**src/rtl/mix_columns_engine.sv**
```systemverilog
// rtl/mix_columns_engine.sv - sequential AES MixColumns/InvMixColumns engine with valid/ready handshakes
module mix_columns_engine #(
    parameter int COLS_PER_CYCLE = 4,
    parameter int INV_EN         = 1
) (
    input  logic         clk,
    input  logic         rst_n,
    input  logic         in_valid,
    output logic         in_ready,
    input  logic         in_inv,
    input  logic [0:127] in_data,
    output logic         out_valid,
    input  logic         out_ready,
    output logic [0:127] out_data,
    output logic         busy
);

    generate
        if (COLS_PER_CYCLE != 1 && COLS_PER_CYCLE != 2 && COLS_PER_CYCLE != 4) begin : g_bad_cols
            $error("mix_columns_engine: COLS_PER_CYCLE must be 1, 2 or 4");
        end
    endgenerate

    localparam logic [1:0] STEP     = 2'(COLS_PER_CYCLE % 4);
    localparam logic [1:0] LAST_CNT = 2'((4 - COLS_PER_CYCLE) % 4);

    typedef enum logic [1:0] {IDLE, BUSY, DONE} state_t;

    state_t      state;
    logic [1:0]  cnt;
    logic        mode;
    logic [31:0] work      [4];
    logic [31:0] next_work [4];

    function automatic logic [7:0] xtime(input logic [7:0] b);
        return {b[6:0], 1'b0} ^ (b[7] ? 8'h1B : 8'h00);
    endfunction

    // Coefficients are at most 0x0E, so four xtime steps cover every multiplier.
    function automatic logic [7:0] gmul(input logic [7:0] b, input logic [3:0] k);
        logic [7:0] p;
        logic [7:0] t;
        p = '0;
        t = b;
        for (int i = 0; i < 4; i++) begin
            if (k[i]) p = p ^ t;
            t = xtime(t);
        end
        return p;
    endfunction

    function automatic logic [31:0] mix_col(input logic [31:0] c, input logic inv);
        logic [3:0]  coef [4];
        logic [7:0]  r;
        logic [31:0] res;
        if (inv) coef = '{4'hE, 4'hB, 4'hD, 4'h9};
        else     coef = '{4'h2, 4'h3, 4'h1, 4'h1};
        res = '0;
        for (int i = 0; i < 4; i++) begin
            r = '0;
            for (int j = 0; j < 4; j++)
                r = r ^ gmul(c[31-8*j -: 8], coef[2'(j - i)]);
            res[31-8*i -: 8] = r;
        end
        return res;
    endfunction

    always_comb begin
        next_work = work;
        for (int l = 0; l < COLS_PER_CYCLE; l++)
            next_work[2'(cnt + 2'(l))] = mix_col(work[2'(cnt + 2'(l))], mode && (INV_EN != 0));
    end

    assign in_ready = (state == IDLE) || (state == DONE && out_ready);
    assign out_data = {work[0], work[1], work[2], work[3]};

    always_ff @(posedge clk or negedge rst_n) begin
        if (!rst_n) begin
            state     <= IDLE;
            cnt       <= '0;
            mode      <= 1'b0;
            out_valid <= 1'b0;
            busy      <= 1'b0;
            for (int c = 0; c < 4; c++) work[c] <= '0;
        end else begin
            case (state)
                IDLE: begin
                    if (in_valid) begin
                        for (int c = 0; c < 4; c++) work[c] <= in_data[32*c +: 32];
                        mode  <= in_inv && (INV_EN != 0);
                        cnt   <= '0;
                        busy  <= 1'b1;
                        state <= BUSY;
                    end
                end
                BUSY: begin
                    work <= next_work;
                    cnt  <= cnt + STEP;
                    if (cnt == LAST_CNT) begin
                        busy      <= 1'b0;
                        out_valid <= 1'b1;
                        state     <= DONE;
                    end
                end
                DONE: begin
                    if (out_ready) begin
                        out_valid <= 1'b0;
                        // Output drain and next capture share one edge for full throughput.
                        if (in_valid) begin
                            for (int c = 0; c < 4; c++) work[c] <= in_data[32*c +: 32];
                            mode  <= in_inv && (INV_EN != 0);
                            cnt   <= '0;
                            busy  <= 1'b1;
                            state <= BUSY;
                        end else begin
                            state <= IDLE;
                        end
                    end
                end
                default: state <= IDLE;
            endcase
        end
    end

endmodule
```
**config.mk**
```make
export PLATFORM = sky130hd
export DESIGN_NAME = mix_columns_engine
export DESIGN_NICKNAME = d
export VERILOG_FILES = /design/src/rtl/mix_columns_engine.sv
export SDC_FILE = /design/constraint.sdc
export NUM_CORES = 1
export LEC_CHECK = 0
export ABC_AREA = 1
export CORE_ASPECT_RATIO = 1.4
export CORE_UTILIZATION = 35
export CTS_CLUSTER_DIAMETER = 150
export DETAILED_ROUTE_END_ITERATION = 16
export PLACE_DENSITY = 0.59
export SETUP_SLACK_MARGIN = 0.2
export SYNTH_ARGS = -nofsm -noshare
export SYNTH_HDL_FRONTEND = slang
export SYNTH_SLANG_ARGS = --single-unit
```
**constraint.sdc**
```tcl
create_clock -name clk -period 2 [get_ports clk]
set_input_delay 0.5 -clock clk [delete_from_list [all_inputs] [get_ports clk]]
set_output_delay 0.5 -clock clk [all_outputs]
set_load 0.03 [all_outputs]
```
After elaboration in Yosys (flattened, before gate mapping):

Cells that the tools add are included.

* add/sub/neg operators: 3
* magnitude comparators: 8
* eq/ne operators: 5
* multiplexer cells: 222
* bitwise logic cells: 164
* reductions and logical operators: 16

Operators with widths (number)
* $mux W8: 128
* $xor A8 B8 Y8: 120
* $bwmux W128: 4
* $mux W32: 12
* $pmux W128 S3: 1
* $xor A8 B5 Y8: 40
* $bmux W32 S2: 4
* $demux W32 S2: 4
* $mux W128: 2
* $mux W5: 48
* $mux W16: 1
* $ge A3 B3 Y1 const B: 4
* $lt A3 B1 Y1 const B: 4
* $not A2 Y3: 4
* $mux W2: 5
* $reduce_and A3 Y1: 3
* $mux W1: 8
* $ne A2 B2 Y1 const B: 3
* $pmux W2 S3: 1
* $logic_and A1 B1 Y1: 5
* $add A2 B2 Y2 const B: 2
* $logic_not A2 Y1: 2
* $pmux W1 S2: 2
* $pmux W2 S2: 1
* 8 further kinds: 10

* register bits: 135
* output and inout bits: 131

Logic depth before layout (Yosys ltp):

* depth after elaboration: 18
* depth in mapped cells: 15
* gate-level depth less buffers: 15

Worst setup path before layout:

Ideal clock, no wire load.

* kind: register to register
* start: reg work, in the netlist out_data[16]
* end: reg work, in the netlist out_data[18]
* library setup time: 132 ps
* data arrival time: 1623 ps
* data required time: 1868 ps
* setup slack: 245 ps
* cell stages (with the launch flop): 15
* path buffers: 1
* period minus slack after synthesis: 1755 ps
* cells stage by stage: dfrtp_1 -> buf_2 -> inv_1 -> nand2_1 -> nand2_1 -> nand2_1 -> nand3_1 -> nand2_1 -> nand2_1 -> nand2_1 -> nand2_1 -> nand2_1 -> nand3_1 -> nand2_1 -> o21ai_0

* word-level cells in the longest chain between the ends: 16
* elaborated cells between the ends (all ways): 53
* those cells by class: mux (29); bitwise (24)

RTL lines
* start: declaration: line 32 `logic [31:0] work [4];`
* start signal: assignment: line 97 `work <= next_work;`
* $bmux W32 S2: line 71 `next_work[2'(cnt + 2'(l))] = mix_col(work[2'(cnt + 2'(l))], mode && (INV_EN != 0));`
* $mux W32 (not written as such) (2 in series): line 71
* $mux W5
* $xor A8 B5 Y8 (2 in series)
* $xor A8 B8 Y8: line 46 `if (k[i]) p = p ^ t;`
* $mux W8: line 46
* $xor A8 B8 Y8: line 46
* $mux W8: line 46
* $xor A8 B8 Y8: line 62 `r = r ^ gmul(c[31-8*j -: 8], coef[2'(j - i)]);`
* $bwmux W128 (3 in series): line 71
* $bwmux W128 *: line 71
* $pmux W128 S3 *: line 86 `case (state)`

Mark *: on every way between the ends. The rest lies on a longest branch, timed or not. The select of a mux whose other input is x is not followed.
A chain may end at the register's enable or synchronous reset.

Worst setup path after layout:

* start: reg work, in the netlist out_data[96]
* end: out out_data[96] (netlist name)

RTL lines
* end: declaration: line 14 `output logic [0:127] out_data,`

No word-level cell between the ends.

==> summary.md <==
| Metric | Value |
|---|---|
| Final worst slack | `0.148 ns` |
| Worst hold path endpoint | `busy$_DFFE_PN0P_` |
| Critical path cell sequence | `buf_4 > clkdlybuf4s15_2` |
| Worst setup EP type | `output pin` |
| Number of global-route vias before repair | `16.8k` |
| Die Y | `248 um` |
| GRT Overall Usage | `26.7%` |
| DR WL met2 | `30.7 mm` |
| Worst Path Class, Setup | `flip-flop to output pin` |
| WL final | `60.4 mm` |
| Met1 wire length | `24.4 mm` |
| Highest-delay cell along the critical path | `dfrtp_2` |
| CTS Buf Count | `17` |
| Via count | `17.4k` |
| # DRC | `0` |
| Post-Syn Instances | `2,569` |
| Clk root buf | `clkbuf_16` |
| Maximum fanout along the worst path | `6` |
| Clock sink count | `133` |
| Final setup viols | `0` |
| Yosys top cell by area | `nand2_1` |
| Max-slew headroom | `69.5%` |
| Finished Cell Area | `21,700 um^2` |
| Hold path depth | `1` |
| Synth Net Count | `2,702` |
| Initial core utilization | `35.8%` |
| Reg2Reg Setup Slack | `0.16 ns` |
| Tmin final | `1.85 ns` |
| P&R area growth vs syn | `43.3%` |
| Mean area per synthesized cell | `5.91 um^2` |
| CP bufs+invs | `2` |
| Min-delay worst type | `flip-flop to flip-flop` |
| Wire length per cell | `17.4 um` |
| Pwr Density | `2110 nW/um^2` |
| Layout net count | `3,041` |
| Ys Warns | `0` |
| DP Area | `18,900 um^2` |
| Num ports | `264` |
| Clk_lat worst skew | `0.47 ns` |
| # port buffers | `263` |
| Top cell type's share of synthesized area | `26.9%` |
| Leakage | `10.8 nW` |
| Post-synthesis cell type count | `41` |
| Status | `completed` |
| Via density | `5.02` |
| Top Layer Used | `met5` |
| MaxCap Viol Count | `0` |
| Final period utilization | `92.6%` |
| Min-delay src | `busy$_DFFE_PN0P_` |
| Worst slew pin tran | `0.458 ns` |
| Unrepaired setup endpoints after global routing | `yes` |
| Worst Path Required | `1.50 ns` |
| Clock-pin slew on the worst setup and hold paths | `0.07 ns` |
| Die area | `44,200 um^2` |
| Worst R2R Start | `mode$_DFFE_PN0P_` |
| Gr ovfl total | `0` |
| CTS tree | `built` |
| Drt first pass iters | `5` |
| DR WL met3 | `3.03 mm` |
| Diode count | `0` |
| Final Max Tran Viols | `0` |
| Register area share after synthesis | `21.9%` |
| Dpl hpwl | `43.2 mm` |
| Worst IR Drop VDD | `0.798 mV` |
| Largest net degree at the start of global routing | `51` |
| Post-Place Worst Slack | `-0.156 ns` |
| Rows | `89` |
| Core ar. | `42,400 um^2` |
| Initial antenna violation count | `2` |
| Die X | `178 um` |
| First-pass GRT wire length | `90.5 mm` |
| Worst Skew | `0.0126 ns` |
| Max Freq | `540 MHz` |
| Synth area leaders | `nand2_1 27%, dfrtp_1 22%, xor2_1 14%` |
| Reg-to-Reg End | `out_data[53]$_DFFE_PN0P_` |
| Yosys reg bits | `133` |
| CP peak stage delay | `0.46 ns` |
| CP Launch Type | `flip-flop` |
| Final RePlAce weighted congestion | `0.917` |
| Crit path DAT | `1.35 ns` |
| CP delay by family, top | `flip-flops` |
| DR iter-0 viols | `1,079` |
| Final hold violation count | `0` |
| Share of cells above drive strength 1 | `22.4%` |
| Clk buf depth | `2` |
| CTS H-Tree Depth | `4` |
| Mapped cell area | `15,200 um^2` |
| Tot Pwr | `45.9 mW` |
| Post-route ant nets | `0` |
| FF-to-FF path depth | `10` |
worst max-delay path by stage:
stage                              from                         to  slack [ns]  depth (start not counted)
2_1_floorplan  out_data[16]$_DFFE_PN0P_   out_data[18]$_DFFE_PN0P_        0.24                         14
3_3_place_gp                  out_ready   out_data[41]$_DFFE_PN0P_       -0.15                         10
3_5_place_dp                  out_ready   out_data[42]$_DFFE_PN0P_       -0.16                         10
4_1_cts                mode$_DFFE_PN0P_  out_data[105]$_DFFE_PN0P_        0.16                          9
5_1_grt                mode$_DFFE_PN0P_   out_data[86]$_DFFE_PN0P_        0.06                         10
6_report       out_data[96]$_DFFE_PN0P_               out_data[96]        0.15                          2
registers in the layout, summed over array words and instances, names as in the netlist:
| name | flops |
|---|---|
| out_valid | 1 |
| mode | 1 |
| state | 2 |
| out_data | 128 |
| busy | 1 |
layout by cell type, fill, tap and decap left out, types with 7 or more instances in the layout:
cell type / n
a21oi_1: 54
o21ai_1: 13
nor2_1: 149
dfrtp_1: 53
clkdlybuf4s15_1: 11
nand2_4: 9
clkdlybuf4s15_2: 94
nand3b_1: 9
inv_2: 33
inv_1: 197
dlygate4sd2_1: 15
buf_4: 125
nand3_1: 212
o21bai_1: 14
xnor2_1: 73
clkdlybuf4s50_1: 130
xor2_2: 41
nand2_1: 1015
o21ai_0: 64
buf_12: 32
xnor2_2: 14
o22ai_1: 24
nand3_2: 32
inv_4: 8
buf_6: 7
o211ai_1: 11
nor2_4: 7
clkbuf_16: 23
dfrtp_2: 79
xor2_1: 197
nand2_2: 73
o21ai_2: 8
through the flow:
stage	TNS, ns	std cells	hold WS (ns)	util (%)
finish	0	3467	0.500	51.2
global route	0	3467	0.522	51.2
CTS	0	3416	0.496	47.8
detailed placement	-8.51	3354	0.461	44.6
global placement	-8.84	3354	0.460	44.6
floorplan	0	2569	0.204	-
worst reg2reg max path: cells and delay by family (launching register included):
kind / cells / cell delay [ns]
AND/OR/NAND/NOR: 3 / 0.39
buffers and inverters: 3 / 0.40
AO/OA/AOI/OAI: 3 / 0.28
flip-flops: 1 / 0.52
XOR/XNOR: 1 / 0.15
timing repair:
action / in CTS / in global routing
buffers inserted: 24 / 45
endpoints found under the hold margin: 33 / 0
gates resized for setup: 471 / 259
setup endpoints to repair: 177 / 127
hold buffers: 1 / 0
pin swaps: 6 / 51
cloned: 5 / 6
layout make-up:
| cell class | instances | area [um^2] |
|---|---|---|
| clock buffers | 18 | 439 |
| clock inverters | 14 | 149 |
| fillers | 4268 | 20700 |
| inverters | 240 | 933 |
| multi-input cells | 2075 | 11400 |
| flip-flops and latches | 133 | 3430 |
| well taps | 546 | 683 |
| repair buffers | 441 | 4710 |
cells by family after synthesis:
family,after synthesis,share of synthesized area (%)
AO/OA/AOI/OAI,204,7.47
AND/OR/NAND/NOR,1539,41.0
buffers and inverters,361,9.96
flip-flops,133,21.9
XOR/XNOR,332,19.6
where the power goes:
part	switching, mW	total [mW]	internal [mW]
Combinational	21.8	36.1	14.3
Clock	1.48	3.36	1.88
Sequential	2.38	6.46	4.08
Total	25.7	45.9	20.3
synthesized netlist by cell type, drive strengths merged:
master     n
inv      239
or2        9
clkinv     1
xnor2     88
o21bai    14
o211ai    11
clkbuf    39
o22ai     24
o21a       2
nand3    250
nand2   1097
dfrtp    133
nand2b     3
buf       82
a21oi     61
xnor3      2
nand3b     9
and2       4
xor2     242
nor3b      1
a21o       2
o21ai     87
nor2     162
nand4      4
o221ai     2
a21boi     1
metal layers:
| layer | GRT usage [%] | vias to the layer above |
|---|---|---|
| met5 | 0 | - |
| met4 | 10.8 | 4 |
| met3 | 3.34 | 135 |
| met2 | 48.0 | 577 |
| met1 | 31.7 | 8123 |
| li1 | - | 8581 |
Power figures use the tool's default switching activity.
